==> config.mk <==
export PLATFORM = sky130hd
export DESIGN_NAME = reg_rename_table_flat
export DESIGN_NICKNAME = d
export VERILOG_FILES = /design/src/rtl/reg_rename_table_if.sv /design/src/rtl/reg_rename_table.sv /design/src/flat_wrapper.sv
export SDC_FILE = /design/constraint.sdc
export NUM_CORES = 2
export LEC_CHECK = 0
export CAP_MARGIN = 20
export CORE_MARGIN = 2
export CORE_UTILIZATION = 39
export CTS_CLUSTER_DIAMETER = 200
export DETAILED_ROUTE_END_ITERATION = 7
export PLACE_DENSITY = 0.51
export SLEW_MARGIN = 20
export SYNTH_ARGS = -nofsm -noshare
export SYNTH_HDL_FRONTEND = slang
export SYNTH_SLANG_ARGS = --single-unit
export TNS_END_PERCENT = 20
==> constraint.sdc <==
create_clock -name clk_i -period 4.25 [get_ports clk_i]
set_input_delay 0.425 -clock clk_i [delete_from_list [all_inputs] [get_ports clk_i]]
set_output_delay 0.425 -clock clk_i [all_outputs]
set_load 0.05 [all_outputs]
==> src/rtl/reg_rename_table_if.sv <==
// Dispatch/commit bus of the rename table: lookup/rename request, registered
// operand response and the ROB commit write. The master drives requests and commits.
interface reg_rename_table_if #(
  parameter int XLEN   = 32,
  parameter int REG_AW = 5,
  parameter int TAG_W  = 4,
  parameter int ID_W   = 4
);
  logic              cdb_valid;
  logic [REG_AW-1:0] cdb_dest;
  logic [XLEN-1:0]   cdb_value;
  logic [TAG_W-1:0]  cdb_tag;

  logic              req_valid;
  logic [ID_W-1:0]   req_id;
  logic              req_rs1_en;
  logic              req_rs2_en;
  logic [REG_AW-1:0] req_rs1;
  logic [REG_AW-1:0] req_rs2;
  logic              req_rd_en;
  logic [REG_AW-1:0] req_rd;
  logic [TAG_W-1:0]  req_rd_tag;

  logic              rsp_valid;
  logic [ID_W-1:0]   rsp_id;
  logic              rsp_rs1_busy;
  logic              rsp_rs2_busy;
  logic [TAG_W-1:0]  rsp_rs1_tag;
  logic [TAG_W-1:0]  rsp_rs2_tag;
  logic [XLEN-1:0]   rsp_rs1_value;
  logic [XLEN-1:0]   rsp_rs2_value;

  modport master (
    output cdb_valid, cdb_dest, cdb_value, cdb_tag,
    output req_valid, req_id, req_rs1_en, req_rs2_en, req_rs1, req_rs2,
    output req_rd_en, req_rd, req_rd_tag,
    input  rsp_valid, rsp_id, rsp_rs1_busy, rsp_rs2_busy,
    input  rsp_rs1_tag, rsp_rs2_tag, rsp_rs1_value, rsp_rs2_value
  );

  modport slave (
    input  cdb_valid, cdb_dest, cdb_value, cdb_tag,
    input  req_valid, req_id, req_rs1_en, req_rs2_en, req_rs1, req_rs2,
    input  req_rd_en, req_rd, req_rd_tag,
    output rsp_valid, rsp_id, rsp_rs1_busy, rsp_rs2_busy,
    output rsp_rs1_tag, rsp_rs2_tag, rsp_rs1_value, rsp_rs2_value
  );
endinterface

==> src/rtl/reg_rename_table.sv <==
// Architectural register file + rename table: operand lookup with commit bypass, rd rename.
// Latency 1 cycle (registered response); no backpressure, one request accepted per enabled cycle.
// Optional single branch checkpoint of busy/tag under macro REG_SNAPSHOT_EN.
module reg_rename_table #(
  parameter int XLEN   = 32,
  parameter int REG_AW = 5,
  parameter int TAG_W  = 4,
  parameter int ID_W   = 4
) (
  input  logic clk_i,
  input  logic rst_i,
  input  logic rdy_i,
  input  logic flush_i,
  input  logic snap_take_i,
  input  logic snap_restore_i,
  reg_rename_table_if.slave bus
);
  localparam int NUM_REGS = 2**REG_AW;

  typedef struct packed {
    logic             busy;
    logic [TAG_W-1:0] tag;
    logic [XLEN-1:0]  value;
  } opnd_t;

  logic [XLEN-1:0]     value_q [NUM_REGS];
  logic [XLEN-1:0]     value_d [NUM_REGS];
  logic [NUM_REGS-1:0] busy_q, busy_d;
  logic [TAG_W-1:0]    tag_q [NUM_REGS];
  logic [TAG_W-1:0]    tag_d [NUM_REGS];
  logic                rsp_valid_q, rsp_valid_d;
  logic [ID_W-1:0]     rsp_id_q, rsp_id_d;
  opnd_t               rs1_q, rs1_d, rs2_q, rs2_d;
  logic                restore_ok;
  logic                cdb_hit;

`ifdef REG_SNAPSHOT_EN
  logic [NUM_REGS-1:0] snap_busy_q, snap_busy_d;
  logic [TAG_W-1:0]    snap_tag_q [NUM_REGS];
  logic [TAG_W-1:0]    snap_tag_d [NUM_REGS];
  logic                snap_valid_q, snap_valid_d;
  assign restore_ok = snap_restore_i && snap_valid_q;
`else
  logic unused_snap_take;
  assign unused_snap_take = snap_take_i;
  assign restore_ok = 1'b0;
`endif

  assign cdb_hit = bus.cdb_valid && (bus.cdb_dest != '0);

  function automatic opnd_t lookup(
    input logic              en,
    input logic [REG_AW-1:0] r,
    input logic              b,
    input logic [TAG_W-1:0]  t,
    input logic [XLEN-1:0]   v,
    input logic              hit,
    input logic [REG_AW-1:0] cd,
    input logic [TAG_W-1:0]  ct,
    input logic [XLEN-1:0]   cv
  );
    opnd_t o;
    o = '0;
    if (!en || r == '0) begin
      o = '0;
    end else if (!b) begin
      o.value = v;
    end else if (hit && cd == r && ct == t) begin
      o.value = cv;
    end else begin
      o.busy = 1'b1;
      o.tag  = t;
    end
    return o;
  endfunction

  always_comb begin
    value_d     = value_q;
    busy_d      = busy_q;
    tag_d       = tag_q;
    rsp_valid_d = 1'b0;
    rsp_id_d    = '0;
    rs1_d       = '0;
    rs2_d       = '0;
`ifdef REG_SNAPSHOT_EN
    snap_busy_d  = snap_busy_q;
    snap_tag_d   = snap_tag_q;
    snap_valid_d = snap_valid_q;
`endif
    // The committed value always lands, whatever else happens this cycle.
    if (cdb_hit) value_d[bus.cdb_dest] = bus.cdb_value;

    if (flush_i || (snap_restore_i && !restore_ok)) begin
      busy_d = '0;
`ifdef REG_SNAPSHOT_EN
      snap_valid_d = 1'b0;
`endif
    end else if (restore_ok) begin
`ifdef REG_SNAPSHOT_EN
      busy_d = snap_busy_q;
      tag_d  = snap_tag_q;
      if (cdb_hit && snap_tag_q[bus.cdb_dest] == bus.cdb_tag) busy_d[bus.cdb_dest] = 1'b0;
      snap_valid_d = 1'b0;
`endif
    end else begin
      if (cdb_hit && tag_q[bus.cdb_dest] == bus.cdb_tag) busy_d[bus.cdb_dest] = 1'b0;
      // Rename after commit so a same-register rename wins busy/tag.
      if (bus.req_valid && bus.req_rd_en && bus.req_rd != '0) begin
        busy_d[bus.req_rd] = 1'b1;
        tag_d[bus.req_rd]  = bus.req_rd_tag;
      end
      if (bus.req_valid) begin
        rsp_valid_d = 1'b1;
        rsp_id_d    = bus.req_id;
        rs1_d = lookup(bus.req_rs1_en, bus.req_rs1, busy_q[bus.req_rs1], tag_q[bus.req_rs1],
                       value_q[bus.req_rs1], cdb_hit, bus.cdb_dest, bus.cdb_tag, bus.cdb_value);
        rs2_d = lookup(bus.req_rs2_en, bus.req_rs2, busy_q[bus.req_rs2], tag_q[bus.req_rs2],
                       value_q[bus.req_rs2], cdb_hit, bus.cdb_dest, bus.cdb_tag, bus.cdb_value);
      end
`ifdef REG_SNAPSHOT_EN
      if (snap_valid_q && cdb_hit && snap_tag_q[bus.cdb_dest] == bus.cdb_tag)
        snap_busy_d[bus.cdb_dest] = 1'b0;
      if (snap_take_i) begin
        snap_busy_d  = busy_d;
        snap_tag_d   = tag_d;
        snap_valid_d = 1'b1;
      end
`endif
    end
  end

  always_ff @(posedge clk_i) begin
    if (rst_i) begin
      for (int i = 0; i < NUM_REGS; i++) begin
        value_q[i] <= '0;
        tag_q[i]   <= '0;
      end
      busy_q      <= '0;
      rsp_valid_q <= 1'b0;
      rsp_id_q    <= '0;
      rs1_q       <= '0;
      rs2_q       <= '0;
`ifdef REG_SNAPSHOT_EN
      for (int i = 0; i < NUM_REGS; i++) snap_tag_q[i] <= '0;
      snap_busy_q  <= '0;
      snap_valid_q <= 1'b0;
`endif
    end else if (rdy_i) begin
      value_q     <= value_d;
      busy_q      <= busy_d;
      tag_q       <= tag_d;
      rsp_valid_q <= rsp_valid_d;
      rsp_id_q    <= rsp_id_d;
      rs1_q       <= rs1_d;
      rs2_q       <= rs2_d;
`ifdef REG_SNAPSHOT_EN
      snap_busy_q  <= snap_busy_d;
      snap_tag_q   <= snap_tag_d;
      snap_valid_q <= snap_valid_d;
`endif
    end
  end

  assign bus.rsp_valid     = rsp_valid_q;
  assign bus.rsp_id        = rsp_id_q;
  assign bus.rsp_rs1_busy  = rs1_q.busy;
  assign bus.rsp_rs1_tag   = rs1_q.tag;
  assign bus.rsp_rs1_value = rs1_q.value;
  assign bus.rsp_rs2_busy  = rs2_q.busy;
  assign bus.rsp_rs2_tag   = rs2_q.tag;
  assign bus.rsp_rs2_value = rs2_q.value;
endmodule

==> src/flat_wrapper.sv <==
// flat-port wrapper written by rule: the top's interface ports become plain ports
module reg_rename_table_flat 
#(
  parameter int XLEN   = 32,
  parameter int REG_AW = 5,
  parameter int TAG_W  = 4,
  parameter int ID_W   = 4
)
  (clk_i, rst_i, rdy_i, flush_i, snap_take_i, snap_restore_i, bus_cdb_valid, bus_cdb_dest, bus_cdb_value, bus_cdb_tag, bus_req_valid, bus_req_id, bus_req_rs1_en, bus_req_rs2_en, bus_req_rs1, bus_req_rs2, bus_req_rd_en, bus_req_rd, bus_req_rd_tag, bus_rsp_valid, bus_rsp_id, bus_rsp_rs1_busy, bus_rsp_rs2_busy, bus_rsp_rs1_tag, bus_rsp_rs2_tag, bus_rsp_rs1_value, bus_rsp_rs2_value);
  reg_rename_table_if #(.XLEN(XLEN), .REG_AW(REG_AW), .TAG_W(TAG_W), .ID_W(ID_W)) bus_i ();
  input  logic clk_i;
  input  logic rst_i;
  input  logic rdy_i;
  input  logic flush_i;
  input  logic snap_take_i;
  input  logic snap_restore_i;
  input wire logic [$bits(bus_i.cdb_valid)-1:0] bus_cdb_valid;
  input wire logic [$bits(bus_i.cdb_dest)-1:0] bus_cdb_dest;
  input wire logic [$bits(bus_i.cdb_value)-1:0] bus_cdb_value;
  input wire logic [$bits(bus_i.cdb_tag)-1:0] bus_cdb_tag;
  input wire logic [$bits(bus_i.req_valid)-1:0] bus_req_valid;
  input wire logic [$bits(bus_i.req_id)-1:0] bus_req_id;
  input wire logic [$bits(bus_i.req_rs1_en)-1:0] bus_req_rs1_en;
  input wire logic [$bits(bus_i.req_rs2_en)-1:0] bus_req_rs2_en;
  input wire logic [$bits(bus_i.req_rs1)-1:0] bus_req_rs1;
  input wire logic [$bits(bus_i.req_rs2)-1:0] bus_req_rs2;
  input wire logic [$bits(bus_i.req_rd_en)-1:0] bus_req_rd_en;
  input wire logic [$bits(bus_i.req_rd)-1:0] bus_req_rd;
  input wire logic [$bits(bus_i.req_rd_tag)-1:0] bus_req_rd_tag;
  output wire logic [$bits(bus_i.rsp_valid)-1:0] bus_rsp_valid;
  output wire logic [$bits(bus_i.rsp_id)-1:0] bus_rsp_id;
  output wire logic [$bits(bus_i.rsp_rs1_busy)-1:0] bus_rsp_rs1_busy;
  output wire logic [$bits(bus_i.rsp_rs2_busy)-1:0] bus_rsp_rs2_busy;
  output wire logic [$bits(bus_i.rsp_rs1_tag)-1:0] bus_rsp_rs1_tag;
  output wire logic [$bits(bus_i.rsp_rs2_tag)-1:0] bus_rsp_rs2_tag;
  output wire logic [$bits(bus_i.rsp_rs1_value)-1:0] bus_rsp_rs1_value;
  output wire logic [$bits(bus_i.rsp_rs2_value)-1:0] bus_rsp_rs2_value;
  assign bus_i.cdb_valid = bus_cdb_valid;
  assign bus_i.cdb_dest = bus_cdb_dest;
  assign bus_i.cdb_value = bus_cdb_value;
  assign bus_i.cdb_tag = bus_cdb_tag;
  assign bus_i.req_valid = bus_req_valid;
  assign bus_i.req_id = bus_req_id;
  assign bus_i.req_rs1_en = bus_req_rs1_en;
  assign bus_i.req_rs2_en = bus_req_rs2_en;
  assign bus_i.req_rs1 = bus_req_rs1;
  assign bus_i.req_rs2 = bus_req_rs2;
  assign bus_i.req_rd_en = bus_req_rd_en;
  assign bus_i.req_rd = bus_req_rd;
  assign bus_i.req_rd_tag = bus_req_rd_tag;
  assign bus_rsp_valid = bus_i.rsp_valid;
  assign bus_rsp_id = bus_i.rsp_id;
  assign bus_rsp_rs1_busy = bus_i.rsp_rs1_busy;
  assign bus_rsp_rs2_busy = bus_i.rsp_rs2_busy;
  assign bus_rsp_rs1_tag = bus_i.rsp_rs1_tag;
  assign bus_rsp_rs2_tag = bus_i.rsp_rs2_tag;
  assign bus_rsp_rs1_value = bus_i.rsp_rs1_value;
  assign bus_rsp_rs2_value = bus_i.rsp_rs2_value;
  reg_rename_table #(.XLEN(XLEN), .REG_AW(REG_AW), .TAG_W(TAG_W), .ID_W(ID_W)) u_core (.clk_i(clk_i), .rst_i(rst_i), .rdy_i(rdy_i), .flush_i(flush_i), .snap_take_i(snap_take_i), .snap_restore_i(snap_restore_i), .bus(bus_i));
endmodule
==> results.toml <==
[final_layout]
area_delta_synth_final_pct = 14.2
drive_gt1_share_pct = 15.4
fillers = 16127
postLayoutCoreUtil_pct = 44.7
nets = 7441

[timing]
fin_hold_ws_ns = 0.0321
rsz0062_at_grt = "no"
finalCriticalPeriod_ns = 3.25
hold_viol_final = 0
worst_pin_slew_ns = 1.26
setup_violations = 0
setup_tns_ns = 0
slew_headroom_pct = 15.5
fin_skew_ns = 0.0362
fin_crit_sh_pct = 76.4
setup_slack_ns = 1.00
report.final.slew_viol_count = 0
max_clock_freq_mhz = 308

[die]
dieArea_um2 = 171000
std_cell_rows = 150
die_h_um = 413
die_w_um = 413
design.core.area_um2 = 167000
start_util_pct = 39.2
io_pins = 154

[grt]
grt_antenna_before_repair = 12
grt_max_degree = 212
grtUsageTotal_pct = 33.0
grt_pass1_wl_mm = 409
gr-total-overflow = 0
grt_pass1_vias = 54835

[clock_tree]
root_buffer = "clkbuf_16"
ctsHoldBuffers = 0
clk_latency_ns = 0.81
cts_setup_buffers = 0
htree_levels = 4
cts_made_buffers = 149
tritoncts = "built"
path_clk_slew_ns = 0.06
cts.path.max_buffers = 3
cts_resized = 0
cts.sinks = 1263

[setup_path]
critical_path_class = "reg -> reg"
rr_worst_depth = 8
cp-end-kind = "flip-flop"
critPathRequiredTime_ns = 4.98
r2r_start = "u_core.tag_q[67]$_SDFFE_PP0P_"
rrSetupSlack_ns = 1.00
cp-startpoint = "u_core.tag_q[67]$_SDFFE_PP0P_"
cp_max_fo = 16
reg2reg_to = "u_core.bus.rsp_rs1_value[25]$_SDFFE_PP0P_"
critPathLaunchType = "flip-flop"
cp-endpoint = "u_core.bus.rsp_rs1_value[25]$_SDFFE_PP0P_"
worstPathArrival_ns = 3.98

[hold_path]
hold_start = "rst_i"
hold_depth = 2
hp-class = "in -> reg"

[yosys]
synth_fp_nets = 7638
synthArstFlopShare_pct = 0
synth.distinct_cells = 71
synth_cells = 7563
syn_avg_cell_area_um2 = 8.63
yosysWarningCount = 0
yosys-top-cells-area = "dfxtp_1 39%, mux4_2 15%, nand2_1 13%, a21oi_1 9.1%, mux2i_1 7.7%"
synth_top_flop_cell = "dfxtp_1"
synth_top_cell_by_area = "dfxtp_1"
yosysSeqAreaShare_pct = 38.7
synth.most_common_cell = "nand2_1"
ys_seq_elements = 1263
synth_edf_count = 0
synth_common_cells = "2297 x nand2_1, 1263 x dfxtp_1, 1187 x a21oi_1"
synth_area_um2 = 65300
synth_top_area_share_pct = 38.7

[detailed_routing]
detail_route.first_pass.iterations = 8
post-route-drc-count = 0
ant_nets = 0
viasPerCell = 6.19
vias = 60031
finalWirelength_mm = 290
wire_per_inst_um = 29.9
drt_iter0_drc = 8189

[pwr]
p_leak_nw = 24.6
powerDensity_nw_per_um2 = 373
ir_drop_uv = 283
total_power_mw = 27.8

[placed_design]
port_buffers = 152
hpwlAfterDp_mm = 174
preCtsSetupSlack_ns = 0.345
gp_congestion = 0.939

[outcome]
status = "finished clean"

[flow_run]
drv_cap = 0
==> cell families (layout without fill, tap and decap cells) <==
family / Yosys count / in the layout / synth area share (%)
simple gates: 2749 / 2749 / 17.2
compound gates: 1794 / 1794 / 15.8
flops: 1263 / 1263 / 38.7
mux: 942 / 942 / 22.8
buf+inv: 798 / 722 / 5.24
xor+xnor: 17 / 17 / 0.228
other cells: 0 / 2 / 0
==> cells in the final DEF (no fill, tap or decap), drive strengths merged, types with 8 or more instances in the layout <==
cell type and instances:
a21oi 1187, a22o 38, nor2b 64, nand4 12
inv 19, and2 17, o21ai 161, clkdlybuf4s50 133
or2 8, clkinv 22, o22ai 67, nand3 110
a22oi 48, o211ai 16, o221ai 51, a211oi 8
nor3 15, xnor2 8, buf 304, mux4 432
nand2 2297, nor4 37, xor2 9, nand2b 24
clkbuf 230, a31o 83, mux2 8, dfxtp 1263
bufinv 10, o31ai 11, nor2 122, or3 10
a31oi 18, a221oi 75, mux2i 502
==> metal layers <==
layer | wire (um) | GRT usage [%] | share of wire, % | up-vias
li1 | - | - | - | 26313
met1 | 118000 | 44.8 | 41 | 29810
met2 | 131000 | 51.2 | 45 | 3277
met3 | 27900 | 6.53 | 9.6 | 627
met4 | 12700 | 13.6 | 4.4 | 4
met5 | 28 | 0 | 0.0097 | -
==> worst max-delay path, stage by stage, from the launching register on <==
cell       delay [ns]
dfxtp_1          0.35
mux4_2           0.52
a32oi_1          0.31
o31ai_1          0.26
or4_1            0.56
a2111oi_0        0.39
and4_2           0.36
buf_12           0.23
a31o_1           0.18
==> flip-flops by register name (all words and copies together) (netlist names) <==
register,flops
u_core.value_q,1024
u_core.tag_q,128
u_core.bus.rsp_rs1_value,32
u_core.bus.rsp_rs2_value,32
u_core.busy_q,32
u_core.bus.rsp_id,4
u_core.bus.rsp_rs1_tag,4
u_core.bus.rsp_rs2_tag,4
u_core.bus.rsp_rs1_busy,1
u_core.bus.rsp_rs2_busy,1
u_core.bus.rsp_valid,1
==> how the worst min path moves through the flow <==
stage | endpoint | slack [ns]
CTS | u_core.bus.rsp_id[0]$_SDFFE_PP0P_ | 0.01
finish | u_core.bus.rsp_id[0]$_SDFFE_PP0P_ | 0.03
floorplan | u_core.busy_q[26]$_SDFFE_PP0P_ | 0.44
global route | u_core.bus.rsp_id[2]$_SDFFE_PP0P_ | 0.03
detailed placement | u_core.bus.rsp_rs1_tag[0]$_SDFFE_PP0P_ | 0.45
global placement | u_core.bus.rsp_rs1_tag[0]$_SDFFE_PP0P_ | 0.44
==> area by class of cell <==
| cell class | count | area (um^2) | share of cell area, % |
|---|---|---|---|
| timing repair buffer | 437 | 4340 | 5.82 |
| inverter | 13 | 48.8 | 0.0654 |
| clock inverter | 42 | 549 | 0.737 |
| tap | 2204 | 2760 | 3.70 |
| sequential | 1263 | 25300 | 33.9 |
| antenna | 2 | 5.00 | 0.00671 |
| clock buffer | 230 | 4560 | 6.11 |
| multi-input combinational | 5502 | 37000 | 49.7 |
==> through the flow <==
stage	instances	cell area, um^2
final	9693	74600
after global routing	9692	74600
after CTS	9690	74500
after detailed placement	9418	69400
after global placement	9418	69400
after floorplan	7563	65300
==> report_power, final <==
part	switching (mW)	leakage, nW	internal (mW)	total, mW
logic	1.68	12.0	0.688	2.37
registers	0.0326	10.2	11.9	11.9
clock network	5.54	2.52	8.01	13.5
total	7.26	24.6	20.6	27.8
Power figures use the tool's default switching activity.
